`src/rtl/lf_pkg.sv`:
```
// Shared types and constants for the LEGv8 instruction fetch path.
// Imported by the fetch sequencer and its output buffer.
package lf_pkg;

    typedef enum logic [1:0] {
        IDLE  = 2'd0,
        FETCH = 2'd1,
        HALT  = 2'd2
    } fetch_state_t;

    localparam logic [31:0] HALT_WORD_DEFAULT = 32'hFFFF_FFFF;
    localparam logic [31:0] PC_STEP           = 32'd4;

    typedef struct packed {
        logic [31:0] instr;
        logic [31:0] pc;
    } fetch_entry_t;

endpackage

```
`src/rtl/fetch_skid_buffer.sv`:
```
// Two-entry FIFO that absorbs the instruction memory read latency.
// Flush empties it in one cycle and overrides push and pop.
module fetch_skid_buffer
    import lf_pkg::*;
(
    input  logic         clk,
    input  logic         reset,
    input  logic         push,
    input  fetch_entry_t push_entry,
    input  logic         pop,
    input  logic         flush,
    output logic [1:0]   count,
    output fetch_entry_t head,
    output logic         head_valid
);

    fetch_entry_t entries [2];
    logic         rd_ptr;
    logic         wr_ptr;

    // NOTE: the storage is reset too, so the head reads as zero out of reset
    // instead of X; with only two entries the extra reset fan-out is trivial.
    always_ff @(posedge clk or posedge reset) begin
        if (reset) begin
            entries[0] <= '0;
            entries[1] <= '0;
            rd_ptr     <= 1'b0;
            wr_ptr     <= 1'b0;
            count      <= 2'd0;
        end else if (flush) begin
            rd_ptr <= 1'b0;
            wr_ptr <= 1'b0;
            count  <= 2'd0;
        end else begin
            if (push) begin
                entries[wr_ptr] <= push_entry;
                wr_ptr          <= ~wr_ptr;
            end
            if (pop) begin
                rd_ptr <= ~rd_ptr;
            end
            case ({push, pop})
                2'b10:   count <= count + 2'd1;
                2'b01:   count <= count - 2'd1;
                default: count <= count;
            endcase
        end
    end

    assign head       = entries[rd_ptr];
    assign head_valid = (count != 2'd0);

endmodule

```
`src/rtl/fetch_sequencer.sv`:
```
// LEGv8 fetch controller: owns the PC, issues word reads to a one-cycle
// instruction memory and hands instructions to decode over valid/ready.
module fetch_sequencer
    import lf_pkg::*;
#(
    parameter logic [31:0] RESET_PC  = 32'h0000_0000,
    parameter logic [31:0] HALT_WORD = HALT_WORD_DEFAULT,
    parameter int unsigned BUF_DEPTH = 2
) (
    input  logic        clk,
    input  logic        reset,
    input  logic        fetch_enable,
    input  logic        branch_taken,
    input  logic [31:0] branch_target,
    output logic [31:0] imem_address,
    input  logic [31:0] imem_instruction,
    output logic        instr_valid,
    input  logic        instr_ready,
    output logic [31:0] instr_data,
    output logic [31:0] instr_pc,
    output logic        halted
);

    localparam logic [2:0] BUF_LIMIT = 3'(BUF_DEPTH);

    fetch_state_t state;
    fetch_state_t state_next;
    logic [31:0]  pc;
    logic [31:0]  req_pc;
    logic         inflight;
    logic         req_epoch;
    logic         epoch;

    logic         pop;
    logic         returned;
    logic         push;
    logic         halt_hit;
    logic         issue;
    logic [1:0]   buf_count;
    logic [2:0]   occupancy;
    fetch_entry_t head;
    fetch_entry_t push_entry;

    assign pop      = instr_valid & instr_ready;
    // A word tagged with an old epoch belongs to a path abandoned by a redirect or halt.
    assign returned = inflight && (req_epoch == epoch);
    assign push     = returned && !branch_taken;
    assign halt_hit = (state == FETCH) && push && (imem_instruction == HALT_WORD);

    // Reserve a slot for every word already buffered or on its way back.
    assign occupancy = {1'b0, buf_count} + {2'b00, inflight};
    assign issue     = (state == FETCH) && fetch_enable && !branch_taken
                       && (occupancy < (BUF_LIMIT + {2'b00, pop}));

    // NOTE: every output of this block gets a default first, so no path
    // through the case can leave state_next unassigned and infer a latch.
    always_comb begin
        state_next = state;
        case (state)
            IDLE: begin
                if (!branch_taken && fetch_enable) begin
                    state_next = FETCH;
                end
            end
            FETCH: begin
                if (!fetch_enable) begin
                    state_next = IDLE;
                end else if (halt_hit) begin
                    state_next = HALT;
                end
            end
            HALT: begin
                if (branch_taken) begin
                    state_next = fetch_enable ? FETCH : IDLE;
                end
            end
            default: state_next = IDLE;
        endcase
    end

    // NOTE: sequential state uses non-blocking assignments so every register
    // samples the pre-edge values regardless of statement order.
    always_ff @(posedge clk or posedge reset) begin
        if (reset) begin
            state     <= IDLE;
            pc        <= RESET_PC;
            req_pc    <= 32'd0;
            inflight  <= 1'b0;
            req_epoch <= 1'b0;
            epoch     <= 1'b0;
        end else begin
            state    <= state_next;
            inflight <= issue;
            if (issue) begin
                req_pc    <= pc;
                req_epoch <= epoch;
            end
            if (branch_taken) begin
                pc <= branch_target & ~32'd3;
            end else if (issue) begin
                pc <= pc + PC_STEP;
            end
            if (branch_taken || halt_hit) begin
                epoch <= ~epoch;
            end
        end
    end

    assign push_entry = '{instr: imem_instruction, pc: req_pc};

    fetch_skid_buffer u_buf (
        .clk        (clk),
        .reset      (reset),
        .push       (push),
        .push_entry (push_entry),
        .pop        (pop & ~branch_taken),
        .flush      (branch_taken),
        .count      (buf_count),
        .head       (head),
        .head_valid (instr_valid)
    );

    assign imem_address = {2'b00, pc[31:2]};
    assign instr_data   = head.instr;
    assign instr_pc     = head.pc;
    assign halted       = (state == HALT);

endmodule

```
`config.mk`:
```
export PLATFORM = sky130hd
export DESIGN_NAME = fetch_sequencer
export DESIGN_NICKNAME = d
export VERILOG_FILES = /design/src/rtl/lf_pkg.sv /design/src/rtl/fetch_skid_buffer.sv /design/src/rtl/fetch_sequencer.sv
export SDC_FILE = /design/constraint.sdc
export NUM_CORES = 1
export LEC_CHECK = 0
export ABC_AREA = 1
export BUFFER_PORTS_ARGS = -buffer_cell sky130_fd_sc_hd__buf_2
export CELL_PAD_IN_SITES_DETAIL_PLACEMENT = 1
export CELL_PAD_IN_SITES_GLOBAL_PLACEMENT = 1
export CORE_MARGIN = 1.5
export CORE_UTILIZATION = 35
export DETAILED_ROUTE_END_ITERATION = 16
export PLACE_DENSITY = 0.67
export SLEW_MARGIN = 20
export SYNTH_ARGS = -nofsm -noshare
export SYNTH_HDL_FRONTEND = slang
export SYNTH_SLANG_ARGS = --single-unit
```
`constraint.sdc`:
```
create_clock -name clk -period 9.2 [get_ports clk]
set_clock_uncertainty 0.15 [all_clocks]
set_input_delay 2.3 -clock clk [delete_from_list [all_inputs] [get_ports clk]]
set_output_delay 2.3 -clock clk [all_outputs]
set_load 0.05 [all_outputs]
```
==> summary.txt, run 1 <==
Run status
  – Status: completed

Routing
  – Iter 0 DRT Violations: 462
  – DRT antenna net count: 0
  – Vias after detailed routing: 8167
  – Top sig layer: met4
  – Met3 wire length: ~720 um
  – Vias/cell: between 4 and 5
  – DRT Pass-1 Iters: 5
  – Met1 WL: 13100 um
  – Met2 WL: 12400 um
  – Final WL: 26500 um
  – DR WL/cell: 15.2 um
  – DRC viols: 0

Timing
  – Max Clock Freq: 0.193 GHz
  – WHS: 0.335 ns
  – Period utilization: 56.4%
  – RSZ-0062 raised after global routing: false
  – Max-slew violations: 0
  – Setup violators final: 0
  – Max-Slew Margin vs Limit: 31.1%
  – Slew @ Worst Pin: just over 1 ns
  – Setup_tns: 0 ns
  – Fin crit period: 5.19 ns
  – Final setup margin: between 4 and 5 ns
  – Hold Vio Cnt, Final: 0

CTS
  – CTS Sinks: ~190
  – Clock slew at reported path FFs: roughly 0.080 ns
  – H-tree depth: 4
  – Clock Tree Root: clkbuf_16
  – Number of setup buffers added after CTS: 0
  – Num CTS Buffers: 17
  – Max clock buf depth: 2
  – Worst skew pair latency: between 0.4 and 0.5 ns
  – Hold Buf Count CTS: 0
  – CTS tree: yes
  – Post-CTS sizing: 0

Logic synthesis
  – Gate Count Post-Synth: 1268
  – Yosys warnings: 0
  – Area leader, netlist: dfrtp_1
  – #FFs+latches synth: slightly below 200
  – Ranking of synthesized cells by area: dfrtp_1 51%, nand2_1 22%, o21ai_0 8.8%, inv_1 4.8%, nand3_1 3.3%
  – Synthesized area: 9430 um2
  – Syn avg cell area: between 7 and 8 um2
  – Synth cell types: 27
  – Seq/Total Area, Yosys: around half
  – Top cell type's share of synthesized area: 51.2%

Placement
  – Gpl congestion: between 0.8 and 0.9
  – Post-Place Setup Slack: roughly 4 ns
  – Final HPWL DP: 18200 um
  – Port-buffer cells: 160
  – Placed cell area: 10300 um2
  – Post-Place Cells: 1711

Finish
  – Layout area overhead: 15.7%
  – Final nets: 1467
  – Fin util: 41.5%
  – FILL cells: around 3.3k
  – Final Non-Filler Cells: 1743
  – ANT cells: 0
  – FF/Latch Area: between 4000 and 5000 um2
  – Footprint of the multi-input gates: 3770 um2
  – Fin area: 10900 um2
  – Layout cells sized above 1: between 15 and 20%

Power
  – Flop pwr share: a little under two fifths
  – Lkg Pwr: just under 6 nW
  – Power Density: 299 nW/um2
  – Switching Fraction: 46.1%
  – Clock network fraction of total power: 22.1%
  – Pwr Total: about 3.3 mW
  – Combinational fraction of design power: 39.7%
  – Internal power: 1.76 mW
  – VDD IR max: 0.108 mV
  – Switching power: 1.50 mW

GRT
  – GRT Util Overall: 19.7%
  – Largest net degree at the start of global routing: approximately 120
  – Vias in the first global route: 8343
  – First-pass GRT wire length: 44000 um
  – Initial antenna violation count: 0
  – Total gr overflow: 0

Worst setup path
  – Critical path launch point type: flop
  – Worst Setup End Kind: output port
  – Slowest CP cell: buf_4
  – CP max FO: 63
  – Critical path required time: about 6.8 ns
  – Worst path max stage delay: 0.55 ns
  – Top Family by Delay on Critical Path: buffers and inverters
  – Worst Path Arrival: between 2 and 3 ns
  – Bufs and invs on worst path: 4
  – Cells along the critical path: buf_4 > inv_2 > buf_4 > nand2_1 > nand2_1 > buf_2
  – Critical path type: reg -> out

Hold path
  – Hold Path Class: reg -> reg

Floorplanning
  – Die height: 167 um
  – Width of the die: 167 um
  – Core area: 26300 um2
  – I/O Pins: approximately 170
  – Initial Util: 35.9%
  – Row count: 59
  – Die area: 27900 um2

Job
  – Max-cap violations: 0
[logic make-up (layout without fill, tap and decap cells)]
family	after synthesis	in the layout	share of synthesized area, %
compound gates	175	175	9.34
xor+xnor	4	4	0.372
fa+ha+maj	3	3	0.398
buf+inv	187	324	9.01
flops	193	193	51.2
other cells	1	4	0.0398
simple gates	705	705	29.6
[worst register-to-register path, stage by stage (launching register included)]
cell	delay, ns
dfrtp_1	0.42
ha_1	0.21
ha_1	0.21
nor3_4	0.21
nand2_4	0.39
inv_2	0.75
o21ai_0	0.25
nand3_1	0.14
[per-layer routing]
layer,track usage (%),up-vias
met1,27.7,3858
met2,32.8,135
li1,-,4160
met3,2.39,14
met4,3.99,0
met5,0,-
[power groups by stage]
stage	logic [mW]	registers [mW]	clock network [mW]
global placement	1.29	1.25	0
global route	1.43	1.28	0.769
CTS	1.32	1.25	0.741
floorplan	0.907	1.31	0
detailed placement	1.31	1.26	0
finish	1.29	1.25	0.721
[cells in the mapped netlist, drive strengths merged]
cell      n
a21oi     3
buf      31
clkbuf   29
conb      1
dfrtp   193
ha        3
inv     127
nand2   568
nand3    63
nand3b    3
nand4     1
nor2     68
nor3      2
o211ai    1
o21a      1
o21ai   170
xor2      4
[layout by cell type, fill, tap and decap left out, types with 2 or more instances in the layout]
cell type	instances
a21oi_1	3
buf_2	160
buf_4	5
clkbuf_16	17
clkbuf_8	3
clkinv_4	2
clkinvlp_4	3
conb_1	4
dfrtp_1	192
ha_1	3
inv_1	120
inv_2	6
inv_6	6
nand2_1	562
nand2_2	2
nand2_4	4
nand3_1	62
nand3b_1	3
nor2_1	65
nor2_2	3
o21ai_0	165
o21ai_1	5
xor2_1	4
[flip-flops by register name, summed over array words and instances, names as in the netlist]
name / count
inflight: 1
u_buf.rd_ptr: 1
pc: 30
epoch: 1
state: 2
req_epoch: 1
u_buf.count: 2
u_buf.wr_ptr: 1
req_pc: 30
u_buf.entries: 124
[final cells by class]
| cell class | count | share of cell area [%] |
|---|---|---|
| timing repair buffer | 165 | 7.69 |
| clock buffer | 21 | 4.31 |
| multi-input combinational | 891 | 34.6 |
| tap | 335 | 3.84 |
| sequential | 193 | 44.3 |
| clock inverter | 11 | 0.849 |
| inverter | 127 | 4.44 |
[final timing paths]
| check | start | to | slack (ns) | cells after the start |
|---|---|---|---|---|
| min in group asynchronous | reset | u_buf.entries[121]$_DFFE_PP0P_ | 1.86 | 2 |
| max | u_buf.rd_ptr$_DFFE_PP0P_ | instr_pc[18] | 4.01 | 6 |
| max reg2reg | inflight$_DFF_PP0_ | pc[7]$_DFFE_PP0P_ | 6.41 | 7 |
| min reg2reg | u_buf.entries[88]$_DFFE_PP0P_ | u_buf.entries[88]$_DFFE_PP0P_ | 0.33 | 2 |
| max in group asynchronous | reset | u_buf.entries[21]$_DFFE_PP0P_ | 5.54 | 3 |
| min | u_buf.entries[88]$_DFFE_PP0P_ | u_buf.entries[88]$_DFFE_PP0P_ | 0.33 | 2 |
Power figures use the tool's default switching activity.
==> run 2: changes to the inputs <==
Clock period 9.2 ns to 5.22 ns, I/O delays scaled along.
==> run 2 against run 1 <==
Clock power rose by 83%; cell count is 0.40% higher; non-clock buffer count increased by 7; highest routed layer unchanged; clock-buffer cell count decreased by 3; cell area grew 1.1%; core utilization rose by 0.47 points; critical path type unchanged.
==> summary.txt, run 2 (synthesized netlist as in run 1, its figures left out) <==
Placement
  – Final HPWL DP: 18600 um (+2.1%)
  – Post-Place Setup Slack: 1.67 ns (-2.32 ns)
  – Gpl congestion: 0.832 (+3.2%)
  – Port-buffer cells: 160 (unchanged)

Worst setup path
  – Critical path launch point type: flop
  – Worst Setup End Kind: output port
  – Bufs and invs on worst path: 3 (-1)
  – CP endpoint: instr_data[24]
  – Worst reg2reg setup slack: 2.68 ns (-3.73 ns)
  – CP max FO: 48 (-24%)
  – Slowest CP cell: inv_2
  – Path depth of the worst reg2reg path: 7 (unchanged)
  – Critical path type: reg -> out
  – Worst Path Arrival: 2.29 ns (-0.45 ns)
  – Cells along the critical path: inv_2 > buf_4 > nand2_1 > nand2_1 > buf_2
  – Reg-to-Reg End: pc[7]$_DFFE_PP0P_
  – Crit. path cell count: 5 (-1)
  – Critical path required time: 3.76 ns (-2.99 ns)
  – Setup crit start: u_buf.rd_ptr$_DFFE_PP0P_
  – Top Family by Delay on Critical Path: buffers and inverters
  – Worst path max stage delay: 0.70 ns (+0.15 ns)
  – RR Startpoint: inflight$_DFF_PP0_
  – Cell mode on critical path: nand2_1

Finish
  – FF/Latch Area: 4830 um2 (unchanged)
  – Footprint of the multi-input gates: 3770 um2 (unchanged)
  – Final nets: 1474 (+0.48%)
  – Reg with most FFs: u_buf.entries
  – ANT cells: 0 (unchanged)
  – FILL cells: 3393 (+2.0%)
  – Most frequent cells in the layout: 562 x nand2_1, 192 x dfrtp_1, 165 x o21ai_0, 160 x buf_2, 120 x inv_1
  – Layout cells sized above 1: 15.8% (+0.49 points)
  – Layout area overhead: 17.0%
  – Commonest non-fill, non-tap cell in the layout: nand2_1
  – Largest registers: u_buf.entries (124), pc (30), req_pc (30)
  – Max reg flops: 124 (unchanged)

Timing
  – Slew @ Worst Pin: 0.979 ns (-0.0539 ns)
  – Max Clock Freq: 0.267 GHz
  – RSZ-0062 raised after global routing: false
  – Final setup margin: 1.48 ns (-2.54 ns)
  – Period utilization: a little under three quarters
  – Fin crit period: between 3 and 4 ns
  – Max-slew violations: 0 (unchanged)
  – Setup_tns: 0 ns (unchanged)
  – Setup violators final: 0 (unchanged)
  – Hold Vio Cnt, Final: 0 (unchanged)
  – Max-Slew Margin vs Limit: 34.6% (+3.5 points)

Routing
  – Vias/cell: 4.70 (+0.22%)
  – DRT antenna net count: 0 (unchanged)
  – Vias after detailed routing: 8218 (+0.62%)
  – Iter 0 DRT Violations: 538 (+16%)
  – DRC viols: 0 (unchanged)
  – Final WL: 26800 um (+1.1%)
  – DR WL/cell: 15.3 um (+0.67%)
  – DRT Pass-1 Iters: 4 (-1)

Power
  – Power Density: 527 nW/um2 (+76%)
  – Pwr Total: 5.82 mW (+78%)
  – Lkg Pwr: 5.90 nW (+1.0%)
  – VDD IR max: 0.187 mV (+73%)

GRT
  – GRT Util Overall: 19.9% (+0.22 points)
  – Total gr overflow: 0 (unchanged)
  – First-pass GRT wire length: 44400 um (+0.99%)
  – M2 GR Usage: 31.9% (-0.82 points)
  – GR Util met3: 2.79% (+0.40 points)
  – Initial antenna violation count: 0 (unchanged)
  – Routing usage on met1: 28.5% (+0.77 points)
  – Largest net degree at the start of global routing: 68 (-44%)
  – Busiest grt layer: met2
  – Vias in the first global route: 8436 (+1.1%)

CTS
  – Worst skew pair latency: 0.43 ns (about the same)
  – Num CTS Buffers: 17 (unchanged)
  – Hold Buf Count CTS: 0 (unchanged)
  – Post-CTS sizing: 0 (unchanged)
  – Max clock buf depth: 2 (unchanged)
  – H-tree depth: 4 (unchanged)
  – CTS Sinks: 193 (unchanged)
  – Number of setup buffers added after CTS: 0 (unchanged)
  – Clock slew at reported path FFs: 0.07 ns (about the same)
  – CTS tree: yes
  – Clock Tree Root: clkbuf_16

Floorplanning
  – Core area: 26300 um2 (unchanged)
  – I/O Pins: 167 (unchanged)
  – Row count: 59 (unchanged)
  – Die height: 167 um (unchanged)
  – Initial Util: 35.9% (unchanged)
  – Die area: 27900 um2 (unchanged)
  – Width of the die: 167 um (unchanged)

Run status
  – Status: completed

Job
  – Max-cap violations: 0 (unchanged)

Hold path
  – Hold Path Class: reg -> reg
==> run 2: cell types whose count changed in the layout (fill, tap and decap cells not counted), moves of 2 or more <==
cell,previous run,this run
buf_4,5,8
clkinv_4,2,4
clkbuf_8,3,1
inv_8,1,3
inv_6,6,3
buf_12,0,4
==> run 2: cell type report <==
class	instances	area share, %
inverters	127	4.36
clock buffers	18	3.98
repair buffers	172	8.53
multi-input cells	891	34.2
flip-flops and latches	193	43.8
well taps	335	3.80
clock inverters	14	1.34
==> run 2: worst min-delay path by stage <==
stage / start / endpoint / depth (start not counted)
after floorplan: u_buf.entries[32]$_DFFE_PP0P_ / u_buf.entries[32]$_DFFE_PP0P_ / 2
after global placement: u_buf.entries[8]$_DFFE_PP0P_ / u_buf.entries[8]$_DFFE_PP0P_ / 2
after detailed placement: u_buf.entries[41]$_DFFE_PP0P_ / u_buf.entries[41]$_DFFE_PP0P_ / 2
after CTS: u_buf.entries[2]$_DFFE_PP0P_ / u_buf.entries[2]$_DFFE_PP0P_ / 2
after global routing: u_buf.entries[21]$_DFFE_PP0P_ / u_buf.entries[21]$_DFFE_PP0P_ / 2
final: req_pc[14]$_DFFE_PP0P_ / req_pc[14]$_DFFE_PP0P_ / 2
==> run 2: tightest hold or removal path, cell delays in order (launching register included) <==
cell	delay [ns]
dfrtp_1	0.35
nand2_1	0.05
o21ai_0	0.06
==> run 2: layer usage <==
layer	wire length [um]	up-vias	share of wire [%]
li1	-	4172	-
met1	13400	3898	50
met2	12400	136	46
met3	739	12	2.8
met4	288	0	1.1
met5	0	-	0
==> run 2: through the flow <==
stage | cells | instance area, um2 | hold WS, ns | utilization [%]
final | 1750 | 11000 | 0.335 | 42.0
after global routing | 1750 | 11000 | 0.355 | 42.0
after CTS | 1750 | 11000 | 0.341 | 42.0
after detailed placement | 1718 | 10400 | 0.323 | 39.7
after global placement | 1718 | 10400 | 0.315 | 39.7
after floorplan | 1271 | 9440 | 0.303 | -
==> run 2: power by group <==
part / internal (mW) / switching, mW / leakage (nW)
sequential: 1.91 / 0.296 / 2.52
combinational: 0.542 / 1.75 / 3.10
clock: 0.690 / 0.629 / 0.279
==> run 3: changes to the inputs <==
Clock period 5.22 ns to 3.7 ns, I/O delays scaled along.
==> run 3 against run 2 <==
Flip-flop and latch count stayed put; non-clock buffer count is 6 higher; largest cell class unchanged; clock-buffer cell count is 1 lower; highest routed layer unchanged; core utilization is 0.34 points higher.
==> summary.txt, run 3 (synthesized netlist as in run 1, its figures left out) <==
Worst setup path
  – Top Family by Delay on Critical Path: buffers and inverters
  – Cell mode on critical path: nand2_1
  – Worst path max stage delay: 0.53 ns (-0.17 ns)
  – Bufs and invs on worst path: 3 (unchanged)
  – RR Startpoint: inflight$_DFF_PP0_
  – Worst Setup End Kind: output port
  – Worst Path Arrival: 2.05 ns (-0.24 ns)
  – Cells along the critical path: inv_2 > buf_12 > nand2_1 > nand2_1 > buf_2
  – CP endpoint: instr_pc[17]
  – CP max FO: 53 (+10%)
  – Critical path type: reg -> out
  – Path depth of the worst reg2reg path: 8 (+1)
  – Critical path launch point type: flop
  – Slowest CP cell: dfrtp_2
  – Reg-to-Reg End: pc[4]$_DFFE_PP0P_
  – Worst reg2reg setup slack: 1.35 ns (-1.33 ns)
  – Critical path required time: 2.62 ns (-1.14 ns)
  – Setup crit start: u_buf.rd_ptr$_DFFE_PP0P_
  – Crit. path cell count: 5 (unchanged)

Floorplanning
  – Row count: 59 (unchanged)
  – I/O Pins: 167 (unchanged)
  – Initial Util: 35.9% (unchanged)
  – Core area: 26300 um2 (unchanged)
  – Width of the die: 167 um (unchanged)
  – Die height: 167 um (unchanged)
  – Die area: 27900 um2 (unchanged)

Finish
  – Final nets: 1480 (+0.41%)
  – FILL cells: 3366 (-0.80%)
  – ANT cells: 0 (unchanged)
  – Fin area: 11100 um2 (+0.82%)
  – Commonest non-fill, non-tap cell in the layout: nand2_1
  – Most frequent cells in the layout: 562 x nand2_1, 192 x dfrtp_1, 165 x o21ai_0, 160 x buf_2, 120 x inv_1
  – Largest registers: u_buf.entries (124), pc (30), req_pc (30)
  – Layout area overhead: 17.9%
  – Max reg flops: 124 (unchanged)
  – Reg with most FFs: u_buf.entries
  – Final Non-Filler Cells: 1756 (+0.34%)
  – Layout cells sized above 1: 16.1% (+0.36 points)

Timing
  – Hold Vio Cnt, Final: 0 (unchanged)
  – Max Clock Freq: 0.320 GHz
  – Fin crit period: 3.12 ns
  – RSZ-0062 raised after global routing: false
  – Setup_tns: 0 ns (unchanged)
  – Max-slew violations: 0 (unchanged)
  – Max-Slew Margin vs Limit: 56.6% (+22 points)
  – Slew @ Worst Pin: 0.651 ns (-0.328 ns)
  – WHS: 0.334 ns (-0.00104 ns)
  – Setup violators final: 0 (unchanged)
  – Period utilization: 84.4%

GRT
  – GR Util met3: 2.41% (-0.38 points)
  – Total gr overflow: 0 (unchanged)
  – GRT Util Overall: 19.5% (-0.44 points)
  – Vias in the first global route: 8228 (-2.5%)
  – Initial antenna violation count: 0 (unchanged)
  – Largest net degree at the start of global routing: 109 (+60%)
  – Routing usage on met1: 27.4% (-1.2 points)
  – Busiest grt layer: met2
  – First-pass GRT wire length: 43200 um (-2.7%)
  – M2 GR Usage: 31.8% (-0.16 points)

Placement
  – Post-Place Cells: 1724 (+0.35%)
  – Port-buffer cells: 160 (unchanged)
  – Final HPWL DP: 18700 um (+0.63%)
  – Placed cell area: 10500 um2 (+0.79%)
  – Gpl congestion: 0.801 (-3.8%)

CTS
  – Worst skew pair latency: 0.43 ns (about the same)
  – Number of setup buffers added after CTS: 0 (unchanged)
  – Clock slew at reported path FFs: 0.07 ns (about the same)
  – Hold Buf Count CTS: 0 (unchanged)
  – Max clock buf depth: 2 (unchanged)
  – CTS tree: yes
  – Num CTS Buffers: 17 (unchanged)
  – CTS Sinks: 193 (unchanged)
  – Clock Tree Root: clkbuf_16
  – Post-CTS sizing: 0 (unchanged)
  – H-tree depth: 4 (unchanged)

Power
  – Lkg Pwr: 5.96 nW (+1.1%)
  – Power Density: 740 nW/um2 (+40%)
  – VDD IR max: 0.249 mV (+33%)

Routing
  – Final WL: 26200 um (-2.1%)
  – Vias/cell: 4.69 (-0.20%)
  – DR WL/cell: 14.9 um (-2.4%)
  – Vias after detailed routing: 8230 (+0.15%)
  – DRT Pass-1 Iters: 4 (unchanged)
  – DRC viols: 0 (unchanged)
  – DRT antenna net count: 0 (unchanged)
  – Iter 0 DRT Violations: 449 (-17%)

Hold path
  – Hold Path Class: reg -> reg

Job
  – Max-cap violations: 0 (unchanged)

Run status
  – Status: completed
[run 3: cell types whose count changed in the layout (fill, tap and decap cells not counted)]
cell / previous run / this run
clkinvlp_4: 4 / 1
buf_12: 4 / 7
inv_8: 3 / 5
clkinv_8: 0 / 1
buf_4: 8 / 11
clkinv_2: 0 / 1
clkbuf_8: 1 / 0
[run 3: area by class of cell]
type	count	area, um2	share of cell area (%)
clock buffer	17	425	3.83
clock inverter	15	169	1.52
inverter	127	480	4.32
multi-input combinational	891	3770	33.9
sequential	193	4830	43.5
tap	335	419	3.77
timing repair buffer	178	1020	9.21
[run 3: worst min path at each step]
stage / startpoint / end / slack, ns / cells after the start
after detailed placement: u_buf.entries[71]$_DFFE_PP0P_ / u_buf.entries[71]$_DFFE_PP0P_ / 0.32 / 2
after floorplan: u_buf.entries[32]$_DFFE_PP0P_ / u_buf.entries[32]$_DFFE_PP0P_ / 0.30 / 2
after global routing: u_buf.entries[59]$_DFFE_PP0P_ / u_buf.entries[59]$_DFFE_PP0P_ / 0.36 / 2
final: u_buf.entries[48]$_DFFE_PP0P_ / u_buf.entries[48]$_DFFE_PP0P_ / 0.33 / 2
after global placement: u_buf.entries[43]$_DFFE_PP0P_ / u_buf.entries[43]$_DFFE_PP0P_ / 0.32 / 2
after CTS: u_buf.entries[118]$_DFFE_PP0P_ / u_buf.entries[118]$_DFFE_PP0P_ / 0.34 / 2
[run 3: tightest hold or removal path, stage by stage, from the launching register on]
cell,delay (ns)
dfrtp_1,0.35
nand2_1,0.05
o21ai_0,0.05
[run 3: routing by layer]
layer,share of wire (%),routed length (um),up-vias
met5,0,0,-
met4,1.4,360,0
met3,2.5,644,21
met2,46,12100,136
met1,50,13100,3880
li1,-,-,4193
[run 3: through the flow]
step	total power [mW]	worst slack (ns)	utilization (%)
2_1_floorplan	5.52	0.135	-
4_1_cts	8.35	0.513	42.3
3_5_place_dp	6.44	0.996	40.0
6_report	8.23	0.578	42.3
5_1_grt	8.79	0.446	42.3
3_3_place_gp	6.37	0.999	40.0
[run 3: report_power, final]
group	switching, mW	internal, mW	leakage [nW]
sequential	0.432	2.69	2.52
clock	0.901	0.968	0.295
combinational	2.45	0.785	3.14
